### src/rtl/lite16_pkg.sv
// Shared LITE-16 definitions.
// Holds the register-file geometry constants and the helper that turns a
// register index into the one-hot write-enable vector that register_file
// expects on its en input.
package lite16_pkg;

  localparam int LITE16_WIDTH  = 16;
  localparam int LITE16_NREGS  = 16;
  localparam int LITE16_ADDR_W = 4;

  // One-hot write enable for a 16-entry register file.
  function automatic logic [LITE16_NREGS-1:0] onehot16(input logic [LITE16_ADDR_W-1:0] addr);
    return LITE16_NREGS'(1) << addr;
  endfunction

endpackage

### src/rtl/rr_grant.sv
// Combinational round-robin search.
// Scans req starting at index ptr, wrapping modulo N, and grants the first
// asserted request. Nothing is granted while enable is low.
//
// Ports:
//   req      in  N          request vector
//   ptr      in  clog2(N)   index that has highest priority this cycle
//   enable   in  1          allows a grant
//   gnt      out N          one-hot grant (zero when nothing granted)
//   gnt_idx  out clog2(N)   index of the granted request (0 when none)
//   any      out 1          a grant was issued
module rr_grant #(
  parameter int N = 3
) (
  input  logic [N-1:0]         req,
  input  logic [$clog2(N)-1:0] ptr,
  input  logic                 enable,
  output logic [N-1:0]         gnt,
  output logic [$clog2(N)-1:0] gnt_idx,
  output logic                 any
);

  localparam int IDX_W = $clog2(N);

  // ptr + off, wrapped into 0..N-1 (off is always below N).
  function automatic logic [IDX_W-1:0] wrap_add(input logic [IDX_W-1:0] base, input int off);
    int sum;
    sum = int'(base) + off;
    if (sum >= N) sum = sum - N;
    return IDX_W'(sum);
  endfunction

  logic [IDX_W-1:0] w_cand;

  always_comb begin
    // NOTE: every output of a combinational block gets a default before any
    // conditional assignment, otherwise the tool infers a latch.
    gnt     = '0;
    gnt_idx = '0;
    any     = 1'b0;
    w_cand  = '0;
    if (enable) begin
      for (int k = 0; k < N; k++) begin
        w_cand = wrap_add(ptr, k);
        if (!any && req[w_cand]) begin
          any          = 1'b1;
          gnt[w_cand]  = 1'b1;
          gnt_idx      = w_cand;
        end
      end
    end
  end

endmodule

### src/rtl/regfile_write_arbiter.sv
// Write-port arbiter for the LITE-16 register file.
// Several writeback sources compete for the single register_file write port.
// One request is accepted per cycle (valid/ready), chosen round-robin so no
// source starves. The accepted write is registered and driven straight onto
// register_file.data_in/en; pending mirrors the write currently on en so
// register_fetch_unit can stall on it.
//
// Ports:
//   clk        in   1             rising-edge clock
//   rst        in   1             asynchronous reset, active low
//   hold       in   1             blocks new grants while high
//   req_valid  in   NREQ          per-requester write request
//   req_addr   in   NREQ*ADDR_W   destination index, slice i = [i*ADDR_W +: ADDR_W]
//   req_data   in   NREQ*WIDTH    write data, slice i = [i*WIDTH +: WIDTH]
//   req_ready  out  NREQ          one-hot grant (combinational)
//   wr_data    out  WIDTH         register_file.data_in (registered)
//   wr_en      out  NREGS         register_file.en, one-hot or zero (registered)
//   grant_id   out  clog2(NREQ)   requester whose write is on wr_* (registered)
//   pending    out  NREGS         registers with an accepted, uncommitted write
//   wr_count   out  16            committed writes, wrapping
module regfile_write_arbiter
  import lite16_pkg::*;
#(
  parameter int NREQ   = 3,
  parameter int WIDTH  = LITE16_WIDTH,
  parameter int NREGS  = LITE16_NREGS,
  parameter int ADDR_W = LITE16_ADDR_W
) (
  input  logic                     clk,
  input  logic                     rst,
  input  logic                     hold,
  input  logic [NREQ-1:0]          req_valid,
  input  logic [NREQ*ADDR_W-1:0]   req_addr,
  input  logic [NREQ*WIDTH-1:0]    req_data,
  output logic [NREQ-1:0]          req_ready,
  output logic [WIDTH-1:0]         wr_data,
  output logic [NREGS-1:0]         wr_en,
  output logic [$clog2(NREQ)-1:0]  grant_id,
  output logic [NREGS-1:0]         pending,
  output logic [15:0]              wr_count
);

  localparam int ID_W = $clog2(NREQ);

  logic [ID_W-1:0]   r_ptr;
  logic [WIDTH-1:0]  r_wr_data;
  logic [NREGS-1:0]  r_wr_en;
  logic [ID_W-1:0]   r_grant_id;
  logic [15:0]       r_wr_count;

  logic [NREQ-1:0]   w_gnt;
  logic [ID_W-1:0]   w_gnt_idx;
  logic              w_any;
  logic              w_enable;
  logic [ADDR_W-1:0] w_sel_addr;
  logic [WIDTH-1:0]  w_sel_data;
  logic [NREGS-1:0]  w_sel_onehot;
  logic [ID_W-1:0]   w_ptr_next;

  // Reset gates the grant too, so req_ready drops the moment rst goes low.
  assign w_enable = !hold && rst;

  rr_grant #(.N(NREQ)) u_rr_grant (
    .req     (req_valid),
    .ptr     (r_ptr),
    .enable  (w_enable),
    .gnt     (w_gnt),
    .gnt_idx (w_gnt_idx),
    .any     (w_any)
  );

  assign req_ready = w_gnt;

  // Grant is one-hot, so an OR of the granted slices selects the winner.
  always_comb begin
    w_sel_addr = '0;
    w_sel_data = '0;
    for (int i = 0; i < NREQ; i++) begin
      if (w_gnt[i]) begin
        w_sel_addr = w_sel_addr | req_addr[i*ADDR_W +: ADDR_W];
        w_sel_data = w_sel_data | req_data[i*WIDTH +: WIDTH];
      end
    end
  end

  generate
    if (NREGS == LITE16_NREGS && ADDR_W == LITE16_ADDR_W) begin : g_lite16_en
      assign w_sel_onehot = onehot16(w_sel_addr);
    end else begin : g_generic_en
      assign w_sel_onehot = NREGS'(1) << w_sel_addr;
    end
  endgenerate

  // Pointer moves to the slot just after the winner, wrapping at NREQ.
  assign w_ptr_next = (w_gnt_idx == ID_W'(NREQ - 1)) ? '0 : w_gnt_idx + ID_W'(1);

  always_ff @(posedge clk or negedge rst) begin
    // NOTE: state registers use non-blocking assignments so every register
    // samples the pre-edge values, independent of statement order.
    if (!rst) begin
      r_ptr      <= '0;
      r_wr_data  <= '0;
      r_wr_en    <= '0;
      r_grant_id <= '0;
      r_wr_count <= '0;
    end else begin
      // A write on wr_en is captured by register_file at this edge.
      if (|r_wr_en) r_wr_count <= r_wr_count + 16'd1;

      if (w_any) begin
        r_wr_data  <= w_sel_data;
        r_wr_en    <= w_sel_onehot;
        r_grant_id <= w_gnt_idx;
        r_ptr      <= w_ptr_next;
      end else begin
        r_wr_en <= '0;
      end
    end
  end

  assign wr_data  = r_wr_data;
  assign wr_en    = r_wr_en;
  assign grant_id = r_grant_id;
  assign pending  = r_wr_en;
  assign wr_count = r_wr_count;

endmodule

### config.mk
export PLATFORM = sky130hd
export DESIGN_NAME = regfile_write_arbiter
export DESIGN_NICKNAME = d
export VERILOG_FILES = /design/src/rtl/lite16_pkg.sv /design/src/rtl/rr_grant.sv /design/src/rtl/regfile_write_arbiter.sv
export SDC_FILE = /design/constraint.sdc
export NUM_CORES = 1
export LEC_CHECK = 0
export BUFFER_PORTS_ARGS = -buffer_cell sky130_fd_sc_hd__buf_2
export CAP_MARGIN = 5
export CORE_MARGIN = 2
export CORE_UTILIZATION = 32
export DETAILED_ROUTE_END_ITERATION = 8
export SLEW_MARGIN = 20
export SYNTH_ARGS = -nofsm -noshare
export SYNTH_HDL_FRONTEND = slang
export SYNTH_HIERARCHICAL = 1
export SYNTH_SLANG_ARGS = --single-unit
### constraint.sdc
create_clock -name clk -period 3.8 [get_ports clk]
set_input_delay 0.19 -clock clk [delete_from_list [all_inputs] [get_ports clk]]
set_output_delay 0.19 -clock clk [all_outputs]
set_load 0.05 [all_outputs]
==> qor.txt, run 1 <==
initial antenna violation count: 0
largest net degree at the start of global routing: 53
max layer used: met4
Reg-to-Reg Start: r_ptr[0]
Synth Area per Inst: 10.53 sq um
Synth Cell Area: 2823 sq um
remaining global-route overflow: 0
H-tree depth: 2
post-cts sizing count: 0
vias in the first global route: 2301
clock buffer depth: 2
Slew HR: 56.20%
Slowest cell on crit path: ha_1
share of the synthesized area in the top cell type: 46.10%
# fillers: 881
kind of critical path: reg -> out
crit end category: primary output
TritonCTS Buffers: 5
critical path required time: 3610 ps
# hold bufs at CTS: 0
via/cell ratio: 5.112
Hold Path Class: in -> async
DIE WIDTH: 97.92 um
CTS clock-pin slew for the worst setup and hold paths: 100 ps
Max Slew Vio Count: 0
DR WL/cell: 14.93 um
status: finished, final reports clean
1st-iter DRT viols: 127
worst r2r dst: pending[3]
Rows: 34
Worst R2R Path Depth: 9
num ports: 135
sequential fraction of the synthesis area: 46.10%
WL final: 7300 um
Synth cell types: 48
Synth Flop Type: dfrtp_1
area of the multi-input gates: 1286 sq um
dpl ws: 898.1 ps
Tcrit/Tclk final: 77.29%
cells after synthesis: 268
crit-path max cell delay: 480 ps
Setup TNS Final: 0 ps
gr usage total: 14.77%
hpwl dp: 5435 um
asr flop ratio synth: 100.0%
Post-synth EDFFs: 0
RSZ-0062 raised after global routing: no
CTS sink count: 52
clock root cell: clkbuf_8
worst path cell trace: inv_1 > ha_1 > mux2_4 > o22ai_2 > o21ai_1 > a21oi_2 > buf_4 > buf_2
Fin. Hold Viols: 0
power per cell area: 607.4 nW/um^2
first-pass detailed-route iteration total: 5
initial core utilization: 32.69%
final setup fails: 0
WL met1: 3180 um
YS warnings: 6
Syn-to-layout area delta: 25.53%
FF/Latch Area: 1301 sq um
Slew @ Worst Pin: 657.0 ps
drt drc: 0
CP max FO: 17
IO Port Bufs: 134
Yosys reg bits: 52
Nets: 451
Chip Height: 97.92 um
synth top area cells: dfrtp_1, a222oi_1, buf_4
top-count cell post-synth: dfrtp_1
synth cell count leaders: dfrtp_1, nor2_1, a21oi_1, a222oi_1, buf_4
# Post-CTS Setup Buffers: 0
fin worst setup slack: 863.0 ps
share of cells above drive strength 1: 43.83%
Vias: 2500
worst skew pair latency: 300 ps
Max-Cap Viols: 0
minimum clock period: 2937 ps
DIE AREA: 9588 sq um
Pleak: 1.786 nW
WL met2: 3607 um
area leader, netlist: dfrtp_1
maximum vdd drop: 320.1 uV
syn nets: 339
r2r setup slk: 890 ps
signal arrival time at the worst endpoint: 2750 ps
antenna cells: 0
Setup Skew: 11.77 ps
f_max: 340.5 MHz
Std-Cell Core Area: 8636 sq um
Final ANT Viol Nets: 0
CTS tree: yes
metal3 WL: 467 um
first-pass GRT wire length: 11600 um
RePlAce Congestion: 0.7868
CP Launch Type: flip-flop
==> report_power, final <==
part	internal, mW	switching (mW)	total (mW)
registers	0.671	0.0892	0.760
logic	0.287	0.779	1.07
clock network	0.148	0.177	0.326
==> cell type report <==
cell class / count / area share, %
Clock buffer: 7 / 2.436
Clock inverter: 1 / 0.2119
Inverter: 5 / 0.5297
Sequential cell: 52 / 36.72
Multi-Input combinational cell: 177 / 36.30
Timing Repair Buffer: 139 / 19.99
Tap cell: 108 / 3.814
==> metal layers <==
metal | track usage, % | vias up
li1 | - | 1198
met1 | 19.21 | 1195
met2 | 25.71 | 103
met3 | 2.863 | 4
met4 | 2.885 | 0
met5 | 0 | -
==> placed cells by master, fill, tap and decap left out, types with 6 or more instances in the layout <==
master / Yosys / routed
a21oi_1: 20 / 17
a222oi_1: 20 / 20
and3_1: 9 / 9
buf_2: 2 / 134
clkbuf_8: 0 / 6
dfrtp_1: 52 / 52
nand3_1: 6 / 6
nand4_1: 7 / 7
nor2_1: 36 / 36
xnor2_1: 14 / 14
==> state kept, by name, indices dropped and copies added, names as in the netlist <==
register	cells
r_ptr	2
wr_count	16
grant_id	2
wr_data	16
pending	16
==> stage by stage <==
step                      total power [mW]  hold slack (ps)  instances  utilization [%]  cell area, sq um
after CTS                            2.169            76.20        489            41.03              3543
after floorplan                      1.581           -105.6        268                -              2823
after global placement               1.822            420.0        481            39.94              3450
final                                2.152            38.24        489            41.03              3543
after detailed placement             1.839            416.8        481            39.94              3450
after global routing                 2.283            110.5        489            41.03              3543
==> cell families after synthesis <==
logic type / count (synthesis) / share of synthesized area (%)
buffers and inverters: 39 / 9.264
AO/OA/AOI/OAI: 57 / 15.16
XOR/XNOR: 15 / 4.654
flip-flops: 52 / 46.10
adder cells (fa/ha/maj): 7 / 2.970
multiplexers: 5 / 2.127
AND/OR/NAND/NOR: 93 / 19.73
==> worst max path at each step <==
stage | end | cells past startpoint | startpoint | slack, ps
2_1_floorplan | pending[12] | 9 | r_ptr[0] | 600
3_3_place_gp | pending[5] | 9 | r_ptr[0] | 1060
3_5_place_dp | pending[5] | 9 | r_ptr[0] | 900
4_1_cts | req_ready[2] | 8 | r_ptr[0] | 850
5_1_grt | pending[1] | 9 | r_ptr[0] | 580
6_report | req_ready[2] | 8 | r_ptr[0] | 860
==> worst max-delay path, delay by kind of cell (launching register included) <==
kind / cells / cell delay (ps)
compound gates: 3 / 500
buf+inv: 3 / 680
flops: 1 / 420
fa+ha+maj: 1 / 480
mux: 1 / 360
Power figures use the tool's default switching activity.
==> run 2, diff against run 1 <==
==> constraint.sdc (replaced) <==
create_clock -name clk -period 2.72 [get_ports clk]
set_input_delay 0.136 -clock clk [delete_from_list [all_inputs] [get_ports clk]]
set_output_delay 0.136 -clock clk [all_outputs]
set_load 0.05 [all_outputs]
==> qor.txt, run 2 (same netlist as run 1, synthesis figures left out) <==
f_max: 387.2 MHz
Pleak: 1.850 nW (+3.5%)
Worst R2R Path Depth: 10 (+1)
Rows: 34 (unchanged)
Vias: 2556 (+2.2%)
Final ANT Viol Nets: 0 (unchanged)
area of the multi-input gates: 1330 sq um (+3.4%)
H-tree depth: 2 (unchanged)
CP Launch Type: flip-flop
remaining global-route overflow: 0 (unchanged)
Syn-to-layout area delta: 30.54%
failing checks: hold timing
WL final: 7604 um (+4.2%)
gr usage total: 15.39% (+0.63 points)
final non-filler cell total: 502 (+2.7%)
TritonCTS Buffers: 5 (unchanged)
Tcrit/Tclk final: 94.94%
worst r2r dst: pending[10]
# fillers: 874 (-0.79%)
initial core utilization: 32.69% (unchanged)
DIE WIDTH: 97.92 um (unchanged)
CTS sink count: 52 (unchanged)
CP max FO: 8 (-9)
Final Cell Area: 3685 sq um (+4.0%)
1st-iter DRT viols: 140 (+10%)
crit end category: flip-flop
RSZ-0062 raised after global routing: no
Nets: 464 (+2.9%)
clock buffer depth: 2 (unchanged)
CTS clock-pin slew for the worst setup and hold paths: 100 ps (about the same)
RePlAce Congestion: 0.7948 (+1.0%)
most common cell after layout, fill and taps aside: buf_2
most frequent cells in the layout: buf_2, dfrtp_1, nor2_1
critical path required time: 2910 ps (-700 ps)
power per cell area: 853.1 nW/um^2 (+40%)
final setup fails: 0 (unchanged)
maximum vdd drop: 476.4 uV (+49%)
kind of critical path: reg -> reg
initial antenna violation count: 1 (+1)
Reg-to-Reg Start: r_ptr[0]
share of cells above drive strength 1: 46.19% (+2.4 points)
Slew HR: 55.71% (-0.49 points)
drt drc: 0 (unchanged)
CTS tree: yes
DIE AREA: 9588 sq um (unchanged)
dpl ws: -8.314 ps (-906.4 ps)
antenna cells: 0 (unchanged)
clock root cell: clkbuf_8
Max-Cap Viols: 0 (unchanged)
Setup Skew: 14.57 ps (+2.801 ps)
cell area after placement: 3551 sq um (+2.9%)
minimum clock period: 2582 ps
DR WL/cell: 15.15 um (+1.5%)
worst skew pair latency: 310 ps (about the same)
Final Util: 42.67% (+1.6 points)
Slew @ Worst Pin: 664.3 ps (+7.308 ps)
Fin Hold WS: -6.598 ps (-44.83 ps)
first-pass GRT wire length: 12140 um (+4.7%)
status: finished, violations left
Hold Path Class: in -> async
placed insts: 492 (+2.3%)
via/cell ratio: 5.092 (-0.41%)
Std-Cell Core Area: 8636 sq um (unchanged)
signal arrival time at the worst endpoint: 2770 ps (+20 ps)
num ports: 135 (unchanged)
largest net degree at the start of global routing: 53 (unchanged)
fin worst setup slack: 137.5 ps (-725.5 ps)
hpwl dp: 5607 um (+3.2%)
r2r setup slk: 140 ps (-750 ps)
first-pass detailed-route iteration total: 5 (unchanged)
Chip Height: 97.92 um (unchanged)
Fin. Hold Viols: 16 (+16)
vias in the first global route: 2522 (+9.6%)
Max Slew Vio Count: 0 (unchanged)
IO Port Bufs: 134 (unchanged)
FF/Latch Area: 1301 sq um (unchanged)
-- run 2: worst max path at each step --
| stage | from | endpoint | slack, ps | depth (start not counted) |
|---|---|---|---|---|
| finish | r_ptr[0] | pending[10] | 140 | 10 |
| CTS | r_ptr[0] | pending[14] | 60 | 10 |
| global route | r_ptr[0] | pending[1] | 5 | 10 |
| floorplan | r_ptr[0] | pending[12] | 50 | 10 |
| detailed placement | r_ptr[0] | pending[14] | -8 | 10 |
| global placement | r_ptr[0] | pending[9] | 130 | 10 |
-- run 2: what timing repair did --
item,in CTS,in global routing
pin swaps,0,2
hold buffers,0,0
setup endpoints to repair,4,16
gates resized for setup,1,3
buffers inserted,0,2
-- run 2: report_power, final --
group          total [mW]  leakage (nW)  switching, mW  internal, mW
combinational        1.61          1.13           1.12         0.486
sequential           1.06         0.677          0.125         0.937
clock               0.475        0.0445          0.268         0.208
-- run 2: worst max-delay path: stages, from the launching register on --
cell and delay, ps:
dfrtp_1 390, inv_1 120, ha_4 190, mux2_4 320
o211ai_1 280, a41oi_4 200, buf_4 180, a222oi_1 360
buf_4 180, nand2b_1 170, nor2_1 70
-- run 2: area by class of cell --
cell class	count	share of cell area [%]
clock buffer	7	2.343
multi-input combinational	177	36.10
inverter	5	0.5093
clock inverter	1	0.2037
tap	108	3.667
sequential	52	35.31
timing repair buffer	152	21.87
-- run 2: per-layer routing --
metal | track usage (%) | share of wire [%] | wire length (um) | up-vias
met2 | 27.56 | 52 | 3922 | 104
met4 | 4.380 | 0.41 | 31 | 0
met5 | 0 | 0 | 0 | -
li1 | - | - | - | 1223
met1 | 19.08 | 42 | 3160 | 1226
met3 | 2.577 | 6.4 | 489 | 3
-- run 2: per-stage QoR --
step | power [mW] | TNS, ps
after floorplan | 2.225 | 0
after global placement | 2.627 | 0
after detailed placement | 2.651 | -13.91
after CTS | 3.131 | 0
after global routing | 3.329 | 0
final | 3.144 | 0
